--- config.mk ---
export PLATFORM = sky130hd
export DESIGN_NAME = rr_arbiter_flat
export DESIGN_NICKNAME = d
export VERILOG_FILES = /design/src/rtl/rr_arbiter_pkg.sv /design/src/rtl/rr_arbiter_if.sv /design/src/rtl/rr_arbiter_pick.sv /design/src/rtl/rr_arbiter.sv /design/src/flat_wrapper.sv
export SDC_FILE = /design/constraint.sdc
export NUM_CORES = 1
export LEC_CHECK = 0
export BUFFER_PORTS_ARGS = -buffer_cell sky130_fd_sc_hd__buf_2
export CAP_MARGIN = 10
export CORE_ASPECT_RATIO = 0.6
export CORE_UTILIZATION = 45
export CTS_BUF_LIST = sky130_fd_sc_hd__clkbuf_4 sky130_fd_sc_hd__clkbuf_8 sky130_fd_sc_hd__clkbuf_16
export CTS_CLUSTER_SIZE = 14
export DETAILED_ROUTE_END_ITERATION = 7
export MAX_ROUTING_LAYER = met4
export PLACE_DENSITY = 0.75
export SETUP_SLACK_MARGIN = 0.5
export SYNTH_ARGS = -nofsm -noshare
export SYNTH_HDL_FRONTEND = slang
export SYNTH_HIERARCHICAL = 1
export SYNTH_SLANG_ARGS = --single-unit
--- constraint.sdc ---
create_clock -name clk -period 2.85 [get_ports clk]
set_input_delay 0.4275 -clock clk [delete_from_list [all_inputs] [get_ports clk]]
set_output_delay 0.4275 -clock clk [all_outputs]
set_load 0.03 [all_outputs]
--- src/rtl/rr_arbiter_pkg.sv ---
// Shared types and helpers for the round-robin arbiter.
package arb_pkg;

  typedef enum logic {ARB_IDLE, ARB_BUSY} arb_state_e;

  localparam int unsigned MaxN = 64;

  // Callers truncate the result to their own requester count.
  function automatic logic [MaxN-1:0] onehot(input int unsigned idx);
    logic [MaxN-1:0] v;
    v = {{(MaxN-1){1'b0}}, 1'b1} << idx;
    return v;
  endfunction

endpackage

--- src/rtl/rr_arbiter_if.sv ---
// Request/grant bundle between requester blocks and the arbiter.
interface rr_arbiter_if #(
  parameter int unsigned N = 4
) ();
  localparam int unsigned IDW = $clog2(N);

  logic [N-1:0]   request;
  logic [N-1:0]   grant;
  logic           grant_valid;
  logic [IDW-1:0] grant_id;

  modport master (
    output request,
    input  grant,
    input  grant_valid,
    input  grant_id
  );

  modport slave (
    input  request,
    output grant,
    output grant_valid,
    output grant_id
  );
endinterface

--- src/rtl/rr_arbiter_pick.sv ---
// Combinational round-robin pick: first enabled request at or after ptr, modulo N.
module rr_pick #(
  parameter int unsigned N = 4,
  localparam int unsigned IDW = $clog2(N)
) (
  input  logic [N-1:0]   req,
  input  logic [N-1:0]   mask,
  input  logic [IDW-1:0] ptr,
  output logic           found,
  output logic [IDW-1:0] idx
);

  logic [N-1:0]   eff;
  logic [2*N-1:0] dbl;
  logic [N-1:0]   rot;
  logic [IDW-1:0] off;
  logic [IDW:0]   sum;

  always_comb begin
    eff   = req & mask;
    // Rotating right by ptr puts the highest-priority requester at bit 0.
    dbl   = {eff, eff} >> ptr;
    rot   = dbl[N-1:0];
    found = |rot;
    off   = '0;
    for (int i = N - 1; i >= 0; i--) begin
      if (rot[i]) off = i[IDW-1:0];
    end
    sum = {1'b0, off} + {1'b0, ptr};
    if (32'(sum) >= N) sum = sum - (IDW+1)'(N);
    idx = sum[IDW-1:0];
  end

endmodule

--- src/rtl/rr_arbiter.sv ---
// Round-robin arbiter with grant hold and a starvation limit on consecutive owner cycles.
module rr_arbiter
  import arb_pkg::*;
#(
  parameter int unsigned N        = 4,
  parameter int unsigned MAX_HOLD = 4
) (
  input  logic         clk,
  input  logic         rst,
  rr_arbiter_if.slave  bus
);

  localparam int unsigned IDW = $clog2(N);
  localparam int unsigned HCW = $clog2(MAX_HOLD + 1);

  arb_state_e     state_q, state_d;
  logic [N-1:0]   grant_q, grant_d;
  logic           grant_valid_q, grant_valid_d;
  logic [IDW-1:0] grant_id_q, grant_id_d;
  logic [IDW-1:0] ptr_q, ptr_d;
  logic [HCW-1:0] hold_cnt_q, hold_cnt_d;

  logic [N-1:0]   owner_oh;
  logic [N-1:0]   win_oh;
  logic [N-1:0]   pick_mask;
  logic           others;
  logic           pick_found;
  logic [IDW-1:0] pick_idx;
  logic [IDW-1:0] nxt_ptr;

  rr_pick #(
    .N(N)
  ) u_pick (
    .req  (bus.request),
    .mask (pick_mask),
    .ptr  (ptr_q),
    .found(pick_found),
    .idx  (pick_idx)
  );

  always_comb begin
    owner_oh  = N'(onehot(32'(grant_id_q)));
    win_oh    = N'(onehot(32'(pick_idx)));
    others    = |(bus.request & ~owner_oh);
    // While busy the owner is excluded, which only matters for forced rotation.
    pick_mask = (state_q == ARB_BUSY) ? ~owner_oh : {N{1'b1}};
    nxt_ptr   = (pick_idx == IDW'(N - 1)) ? '0 : pick_idx + 1'b1;

    state_d    = state_q;
    grant_d    = grant_q;
    grant_id_d = grant_id_q;
    ptr_d      = ptr_q;
    hold_cnt_d = hold_cnt_q;

    unique case (state_q)
      ARB_IDLE: begin
        if (pick_found) begin
          grant_d    = win_oh;
          grant_id_d = pick_idx;
          ptr_d      = nxt_ptr;
          hold_cnt_d = HCW'(1);
          state_d    = ARB_BUSY;
        end
      end
      ARB_BUSY: begin
        if (bus.request[grant_id_q] && (!others || hold_cnt_q < HCW'(MAX_HOLD))) begin
          if (hold_cnt_q < HCW'(MAX_HOLD)) hold_cnt_d = hold_cnt_q + 1'b1;
        end else if (others) begin
          grant_d    = win_oh;
          grant_id_d = pick_idx;
          ptr_d      = nxt_ptr;
          hold_cnt_d = HCW'(1);
        end else begin
          grant_d    = '0;
          grant_id_d = '0;
          hold_cnt_d = '0;
          state_d    = ARB_IDLE;
        end
      end
      default: state_d = ARB_IDLE;
    endcase

    grant_valid_d = |grant_d;
  end

  always_ff @(posedge clk or posedge rst) begin
    if (rst) begin
      state_q       <= ARB_IDLE;
      grant_q       <= '0;
      grant_valid_q <= 1'b0;
      grant_id_q    <= '0;
      ptr_q         <= '0;
      hold_cnt_q    <= '0;
    end else begin
      state_q       <= state_d;
      grant_q       <= grant_d;
      grant_valid_q <= grant_valid_d;
      grant_id_q    <= grant_id_d;
      ptr_q         <= ptr_d;
      hold_cnt_q    <= hold_cnt_d;
    end
  end

  assign bus.grant       = grant_q;
  assign bus.grant_valid = grant_valid_q;
  assign bus.grant_id    = grant_id_q;

endmodule

--- src/flat_wrapper.sv ---
// flat-port wrapper written by rule: the top's interface ports become plain ports
module rr_arbiter_flat import arb_pkg::*;
#(
  parameter int unsigned N        = 4,
  parameter int unsigned MAX_HOLD = 4
)
  (clk, rst, bus_request, bus_grant, bus_grant_valid, bus_grant_id);
  rr_arbiter_if #(.N(N)) bus_i ();
  input  logic clk;
  input  logic rst;
  input wire logic [$bits(bus_i.request)-1:0] bus_request;
  output wire logic [$bits(bus_i.grant)-1:0] bus_grant;
  output wire logic [$bits(bus_i.grant_valid)-1:0] bus_grant_valid;
  output wire logic [$bits(bus_i.grant_id)-1:0] bus_grant_id;
  assign bus_i.request = bus_request;
  assign bus_grant = bus_i.grant;
  assign bus_grant_valid = bus_i.grant_valid;
  assign bus_grant_id = bus_i.grant_id;
  rr_arbiter #(.N(N), .MAX_HOLD(MAX_HOLD)) u_core (.clk(clk), .rst(rst), .bus(bus_i));
endmodule
Yosys cells after proc, flatten, opt, wreduce, memory -nomap -nowiden
Index checks and enable logic that the tools add are counted.
Widths: inputs -> output; s select.
Operators by class
  $add $sub $neg: 4
  $lt $le $gt $ge: 3
  equal/unequal tests: 5
  shifts and indexed selects: 3
  muxes and demuxes: 30
  bitwise operators: 4
  reductions and logical operators: 9
Operators with widths (count)
  $mux 2: 12
  $mux 4: 4
  $reduce_or 4->1: 3
  $mux 3: 3
  $and 4x4->4: 2
  $pmux 2 s2: 2
  $pmux 4 s2: 1
  $shl 1x2->4 const A: 2
  $shr 8x2->4: 1
  $pmux 3 s2: 1
  $mux 1: 5
  $ne 2x2->1 const B: 2
  $not 4->4: 1
  $reduce_and 2->1: 2
  $add 2x2->3: 1
  $add 3x1->3 const B: 1
  $ge 3x3->1 const B: 1
  $lt 2x3->1 const B: 1
  $lt 3x3->1 const B: 1
  $ne 3x3->1 const B: 1
  $reduce_and 3->1: 1
  $add 2x1->2 const B: 1
  $bmux 1 s2: 1
  $eq 2x2->1 const B: 1
  other kinds (7): 7
Word-level totals
  register bits: 13
  bits of input ports: 6
  output and inout port bits: 7
  word-level logic and storage cells: 64

Logic depth before layout (Yosys ltp)
Gate-level depths: netlist of the first run.
  depth after elaboration: 17
  mapped depth: 13
  gate-level depth less buffers: 12

Cells and area by module
The synthesis of the first run kept the hierarchy.
Modules (own cells, without submodules)
  rr_arbiter: times used 1, cells an instance 77, area an instance 823.3 um^2, seq. area each 325.3 um^2
  rr_pick: times used 1, cells an instance 24, area an instance 162.7 um^2, seq. area each 0.0 um^2

Least setup slack after synthesis of the first run
No wires, ideal clock.
  path kind: reg2reg
  from: reg u_core.grant_id_q[1], in the netlist u_core/bus.grant_id[1]
  to: reg u_core.grant_valid_q, in the netlist u_core/bus.grant_valid
  library setup time: 0.121 ns
  arrival: 2.818 ns
  data required time: 2.729 ns
  slack: -0.089 ns
  stages on the path, launching flop included: 13
  path buffers: 0
  period minus slack after synthesis: 2.939 ns
  cell sequence: dfrtp_1 > nor2b_1 > nand2_1 > nand2_1 > o2111a_1 > o22a_1 > o22ai_1 > ha_1 > xor2_1 > inv_1 > ha_1 > or4_1 > a22o_1
Between the ends
  longest elaborated chain between the ends: 17
  elaborated cells between the ends (all ways): 27
  those cells by class: add/sub: 2; order compare: 1; shift: 3; mux: 12; bitwise: 3; reduce/logical: 6
Ends and longest elaborated chain
  start, declared: RTL line rr_arbiter.sv:19  | logic [IDW-1:0] grant_id_q, grant_id_d;
  start signal, assigned: RTL line rr_arbiter.sv:98  | grant_id_q <= grant_id_d;
  $shl 1x2->4 (*): RTL line rr_arbiter_pkg.sv:11  | v = {{(MaxN-1){1'b0}}, 1'b1} << idx;
  $not 4->4 (*): RTL line rr_arbiter.sv:46  | pick_mask = (state_q == ARB_BUSY) ? ~owner_oh : {N{1'b1}};
  $mux 4 (*): RTL line rr_arbiter.sv:46
  via u_core.pick_mask[1]: RTL line rr_arbiter.sv:25  | logic [N-1:0] pick_mask;
  $and 4x4->4 (*): RTL line rr_arbiter_pick.sv:20  | eff = req & mask;
  $shr 8x2->4 (*): RTL line rr_arbiter_pick.sv:22  | dbl = {eff, eff} >> ptr;
  $mux 2 (3 in series): RTL line rr_arbiter_pick.sv:27  | if (rot[i]) off = i[IDW-1:0];
  $mux 2 (*): RTL line rr_arbiter_pick.sv:27
  [... 2 more ...]
  $mux 2 (*): RTL line rr_arbiter_pick.sv:30  | if (32'(sum) >= N) sum = sum - (IDW+1)'(N);
  via u_core.pick_idx[1]: RTL line rr_arbiter.sv:28  | logic [IDW-1:0] pick_idx;
  $shl 1x2->4 (*): RTL line rr_arbiter_pkg.sv:11
  $mux 4: RTL line rr_arbiter.sv:68  | end else if (others) begin
  $mux 4: RTL line rr_arbiter.sv:66  | if (bus.request[grant_id_q] && (!others || hold_cnt_q < HCW'(MAX_HOLD))) begin
  $pmux 4 s2 (*): RTL line rr_arbiter.sv:55  | unique case (state_q)
  $reduce_or 4->1 (*): RTL line rr_arbiter.sv:83  | grant_valid_d = |grant_d;
  via u_core.grant_valid_d: RTL line rr_arbiter.sv:18  | logic grant_valid_q, grant_valid_d;
  end signal, assigned: RTL line rr_arbiter.sv:97  | grant_valid_q <= grant_valid_d;
  end, declared: RTL line rr_arbiter.sv:18
The timed path passes the listed nets; every way through them passes the cells marked *. The select of a mux whose other input is x is not followed.
A chain may end at the register's enable or synchronous reset.

Worst setup path after layout of the first run
Same ends and word-level chain as after synthesis.

==> results of run 1 <==
-- registers in the layout (all words and copies together), names as in the netlist --
signal / cells
u_core/bus.grant: 4
u_core/bus.grant_id: 2
u_core/bus.grant_valid: 1
u_core/hold_cnt_q: 3
u_core/ptr_q: 2
u_core/state_q: 1
-- repair_timing --
item,in CTS,in global routing
buffers inserted,3,1
resized for setup,2,4
endpoints found under the setup margin,3,10
hold buffers,0,0
cloned,0,0
pin swaps,6,2
endpoints found under the hold margin,0,0
-- area by class of cell --
cell class | instances | area share [%]
Clock buffer | 3 | 1.85
Clock inverter | 1 | 0.412
Inverter | 4 | 1.24
Multi-Input combinational cell | 80 | 55.5
Sequential cell | 13 | 27.0
Tap cell | 28 | 2.88
Timing Repair Buffer | 22 | 11.1
-- per-stage QoR --
| stage | util (%) | worst slack (ns) |
|---|---|---|
| after global placement | 57.9 | 0.102 |
| after floorplan | - | 0.102 |
| final | 62.2 | 0.0672 |
| after detailed placement | 57.9 | 0.0679 |
| after CTS | 60.6 | 0.129 |
| after global routing | 62.2 | -0.00126 |
-- power by group --
group | leakage (nW) | switching [W] | internal [W] | total [W]
sequential | 0.157 | 0.0000956 | 0.000273 | 0.000369
clock | 0.0177 | 0.0000640 | 0.0000520 | 0.000116
combinational | 0.401 | 0.000641 | 0.000637 | 0.00128
total | 0.576 | 0.000800 | 0.000962 | 0.00176
-- routing by layer --
metal	vias to the layer above	global-route usage (%)	part of all wire, %
li1	423	-	-
met1	437	27.5	46
met2	33	34.0	49
met3	2	4.46	4.8
met4	0	3.49	0.50
met5	-	-	0
-- Yosys cell counts (2+ instances only) --
master,count
ha_1,6
o21ai_0,3
nand2b_1,2
a21oi_1,2
or4_1,3
a22o_1,7
buf_6,3
o21a_1,2
inv_1,4
mux2_4,4
nand3_1,4
nor2_1,6
nor2b_1,6
nand2_1,10
dfrtp_1,13
-- worst min-delay path by stage --
stage / to / depth (start not counted)
final: u_core/bus.grant[3] / 2
after global routing: u_core/bus.grant[0] / 2
after CTS: u_core/bus.grant[0] / 2
after detailed placement: u_core/hold_cnt_q[1] / 2
after global placement: u_core/hold_cnt_q[1] / 2
after floorplan: u_core/bus.grant[0] / 1
-- kinds of logic after synthesis --
group	Yosys count
buffers and inverters	8
AO/OA/AOI/OAI	29
XOR/XNOR	1
flip-flops	13
adder cells (fa/ha/maj)	7
AND/OR/NAND/NOR	38
multiplexers	5
==> results.json, run 1 <==
{
  "reg2reg_depth": 12,
  "setup-violations-final": 0,
  "fmax_mhz": 359,
  "synth_top_family_by_area": "compound AO/OA/AOI/OAI gates",
  "vias_per_cell": 5.93,
  "synth_enable_flop_cells": 0,
  "coreArea_sq_mm": 0.00195,
  "fill_cells": 162,
  "path_cells": "nor2b_4 -> nand2b_1 -> nand3_1 -> o2111a_1 -> o22a_1 -> o22ai_1 -> ha_2 -> xor2_4 -> buf_4 -> ha_1 -> or4_1 -> a22o_1",
  "criticalPathCategory": "reg -> reg",
  "path_buf_inv": 1,
  "dieArea_sq_mm": 0.00239,
  "fin_skew_ns": 0.00471,
  "fin_nets": 136,
  "die_w_um": 62.4,
  "cp-end-kind": "flip-flop",
  "finalHoldViolCount": 0,
  "cp.required_ns": 3.02,
  "p_per_area_mw_per_mm2": 1450,
  "ir_drop_uv": 891,
  "cp.depth": 12,
  "yosysTopAreaCell": "dfrtp_1",
  "rsz0062_at_grt": "true",
  "start_kind": "flip-flop",
  "hold-worst-slack_ns": 0.163,
  "firstDrtPassIters": 4,
  "grt_pass1_vias": 784,
  "crit_path_max_fanout": 4,
  "yosys_warnings": 6,
  "grt.overflow.total": 0,
  "ys_ff_latch": 13,
  "synth_area_leaders": "dfrtp_1, ha_1, a22o_1",
  "stdcell_count": 151,
  "status": "complete, no violations",
  "worst_pin_slew_ns": 0.515,
  "slew_viol_final": 0,
  "clock_path_buffers": 2,
  "synth.avg_cell_area_sq_um": 9.76,
  "area_growth_pct": 23.2,
  "startpoint": "u_core/bus.grant_id[1]",
  "hold_path.class": "in -> async",
  "synth_xor_area_share_pct": 0.888,
  "ant_nets": 0,
  "r2r_end": "u_core/bus.grant_valid",
  "drive_gt1_share_pct": 38.2,
  "cts_tree": "built",
  "arrival_ns": 2.95,
  "clock_sinks": 13,
  "synth_area_sq_um": 986,
  "synth-seq-area-share_pct": 33.0,
  "async_reset_ff_share_pct": 100,
  "ys.flop_type": "dfrtp_1",
  "routabilityCongestion": 0.839,
  "grt_max_degree": 14,
  "clk_pin_slew_ns": 0.09,
  "synth_compound_area_share_pct": 24.4,
  "pin_count": 13,
  "row_count": 12,
  "synth_mux_area_share_pct": 7.11,
  "worstReg2RegStart": "u_core/bus.grant_id[1]",
  "multiInputGateArea_sq_um": 674,
  "vias": 895,
  "fin_total_pwr_w": 0.00176,
  "wire_per_inst_um": 15.9,
  "cts_root_buf": "clkbuf_4",
  "cap_violations": 0,
  "clk_latency_ns": 0.28,
  "crit_family": "simple AND/OR/NAND/NOR gates",
  "final.setup.tns_ns": 0,
  "cp-endpoint": "u_core/bus.grant_valid",
  "start_util_pct": 50.5,
  "yosys.area.top_type_share_pct": 33.0,
  "final_cell_mix": "buf_2, dfrtp_1, buf_4",
  "final_common_cell": "buf_2",
  "die_h_um": 38.3,
  "cp_slowest_stage_delay_ns": 0.53,
  "syn_nets": 113,
  "dp_cells": 143,
  "antennaDiodeCount": 0,
  "synthAdderAreaFrac_pct": 8.76,
  "grt_util_all_layers_pct": 20.8,
  "drtIter0Drc": 95,
  "regArea_sq_um": 328,
  "synthDistinctLibCells": 41,
  "wl_mm": 2.40,
  "dp_hpwl_mm": 1.68,
  "antenna_found_initial": 0,
  "crit_path_top_delay_cell": "or4_1",
  "min_period_ns": 2.78,
  "synth-simple-area-share_pct": 20.4,
  "synth_cells": 101,
  "grt_pass1_wl_mm": 3.63,
  "finalCritPeriodShare_pct": 97.6,
  "numCtsBuffers": 3,
  "power_leakage_nw": 0.576,
  "io_buffers": 12,
  "htree_levels": 1,
  "placed_area_sq_mm": 0.00113,
  "slew-limit-headroom_pct": 65.6,
  "route.detailed.drc": 0,
  "finalInstanceArea_sq_mm": 0.00121,
  "ff2ff_setup_slack_ns": 0.07
}
No activity file was read; power rests on OpenSTA's default activity.
==> inputs of run 2 (changes only) <==
--- a/config.mk
+++ b/config.mk
@@ -5,7 +5,7 @@
 export SDC_FILE = /design/constraint.sdc
 export NUM_CORES = 1
 export LEC_CHECK = 0
-export BUFFER_PORTS_ARGS = -buffer_cell sky130_fd_sc_hd__buf_2
+export BUFFER_PORTS_ARGS = -buffer_cell sky130_fd_sc_hd__buf_4
 export CAP_MARGIN = 10
 export CORE_ASPECT_RATIO = 0.6
 export CORE_UTILIZATION = 45
==> run 2 against run 1 <==
  * Global-route usage decreased by 0.79 points
  * Die area unchanged
  * Largest power group unchanged
  * Combinational power about the same
==> results.json, run 2 (synthesized netlist as in run 1, its figures left out) <==
{
  "antenna_found_initial": 0,
  "hold_path.class": "in -> async",
  "grt_max_degree": 14,
  "cts_hold_buf": 0,
  "internal_power_w": 0.00100,
  "drive_gt1_share_pct": 41.2,
  "dieArea_sq_mm": 0.00239,
  "route.detailed.drc": 0,
  "grt_pass1_wl_mm": 3.47,
  "power_frac_comb_pct": 72.5,
  "die_h_um": 38.3,
  "regArea_sq_um": 329,
  "dp_hpwl_mm": 1.60,
  "slew_viol_final": 0,
  "cap_violations": 0,
  "antennaDiodeCount": 0,
  "ff2ff_setup_slack_ns": 0.11,
  "io_buffers": 12,
  "vias_per_cell": 5.52,
  "slew-limit-headroom_pct": 67.6,
  "worst_pin_slew_ns": 0.486,
  "wire_per_inst_um": 14.5,
  "grt.overflow.total": 0,
  "cp.required_ns": 3.02,
  "row_count": 12,
  "fmax_mhz": 364,
  "p_per_area_mw_per_mm2": 1430,
  "p_sw_share_pct": 43.9,
  "fin_nets": 132,
  "fin_ws_ns": 0.106,
  "firstDrtPassIters": 4,
  "cp-end-kind": "flip-flop",
  "pre_cts_ws_ns": 0.0101,
  "rsz0062_at_grt": "true",
  "clkPwrFrac_pct": 6.8,
  "htree_levels": 1,
  "start_util_pct": 50.5,
  "crit_path_max_fanout": 4,
  "grt_pass1_vias": 739,
  "status": "complete, no violations",
  "cts_tree": "built",
  "arrival_ns": 2.91,
  "area_growth_pct": 26.5,
  "coreArea_sq_mm": 0.00195,
  "p_sw_w": 0.000784,
  "min_period_ns": 2.74,
  "drtIter0Drc": 49,
  "multiInputGateArea_sq_um": 703,
  "fin_total_pwr_w": 0.00179,
  "clk_latency_ns": 0.27,
  "final_common_cell": "buf_4",
  "power_leakage_nw": 0.569,
  "final_cell_mix": "buf_4, dfrtp_1, nand2_1, a22o_1",
  "clock_sinks": 13,
  "pin_count": 13,
  "vias": 811,
  "routabilityCongestion": 0.827,
  "ir_drop_uv": 951,
  "finalHoldViolCount": 0,
  "seq_power_share_pct": 20.7,
  "numCtsBuffers": 3,
  "final.setup.tns_ns": 0,
  "fin_skew_ns": 0.00492,
  "fill_cells": 149,
  "criticalPathCategory": "reg -> reg",
  "largest_reg_flops": 4,
  "setup-violations-final": 0,
  "cts_root_buf": "clkbuf_4",
  "start_kind": "flip-flop",
  "ant_nets": 0,
  "wl_mm": 2.13,
  "clock_path_buffers": 2,
  "clk_pin_slew_ns": 0.08,
  "finalCritPeriodShare_pct": 96.3,
  "die_w_um": 62.4,
  "grt_util_all_layers_pct": 20.0
}
-- run 2: repair_timing --
action                                  CTS  global route
endpoints found under the setup margin    5            10
gates resized for setup                   6             7
cloned                                    0             0
pin swaps                                 5             3
buffers inserted                          2             1
-- run 2: worst paths after layout --
check,startpoint,to,depth (start not counted)
worst max-delay path,u_core/state_q,u_core/bus.grant_valid,12
worst min-delay path,rst,u_core/hold_cnt_q[0],2
worst max register to register,u_core/state_q,u_core/bus.grant_valid,12
worst min register to register,u_core/hold_cnt_q[0],u_core/hold_cnt_q[0],1
max in group asynchronous,rst,u_core/ptr_q[0],2
min in group clk,bus_request[0],u_core/state_q,3
-- run 2: layer usage --
| layer | vias up | GRT usage [%] | routed length (um) |
|---|---|---|---|
| met5 | - | - | 0 |
| met4 | 0 | 6.40 | 12 |
| met3 | 2 | 5.65 | 82 |
| met2 | 14 | 31.0 | 972 |
| met1 | 381 | 25.8 | 1070 |
| li1 | 414 | - | - |
-- run 2: critical path, cell delays in order (launching register included) --
cell	delay, ns
dfrtp_1	0.42
nor2b_4	0.15
nand2_2	0.07
nand2_2	0.06
o2111a_1	0.23
o22a_1	0.17
o22ai_2	0.15
ha_2	0.24
xor2_4	0.21
inv_2	0.08
ha_4	0.16
or4_4	0.47
a22o_1	0.22
-- run 2: per-stage QoR --
step / hold WS, ns / instances / area (sq um) / utilization [%]
after floorplan: 0.304 / 101 / 1030 / -
after global placement: 0.486 / 140 / 1140 / 58.3
after detailed placement: 0.477 / 140 / 1140 / 58.3
after CTS: 0.177 / 146 / 1210 / 61.9
after global routing: 0.204 / 147 / 1250 / 63.9
final: 0.167 / 147 / 1250 / 63.9
-- run 2: power by group through the flow --
stage	Combinational (W)	Sequential, W	Clock, W
detailed placement	0.00112	0.000367	0
global route	0.00142	0.000386	0.000137
floorplan	0.000857	0.000417	0
global placement	0.00109	0.000365	0
CTS	0.00120	0.000365	0.000125
finish	0.00130	0.000370	0.000121
-- run 2: area by class of cell --
cell class | instances | share of cell area, %
Timing Repair Buffer | 18 | 10.8
Multi-Input combinational cell | 80 | 56.4
Tap cell | 28 | 2.81
Sequential cell | 13 | 26.4
Clock buffer | 4 | 2.41
Inverter | 4 | 1.20
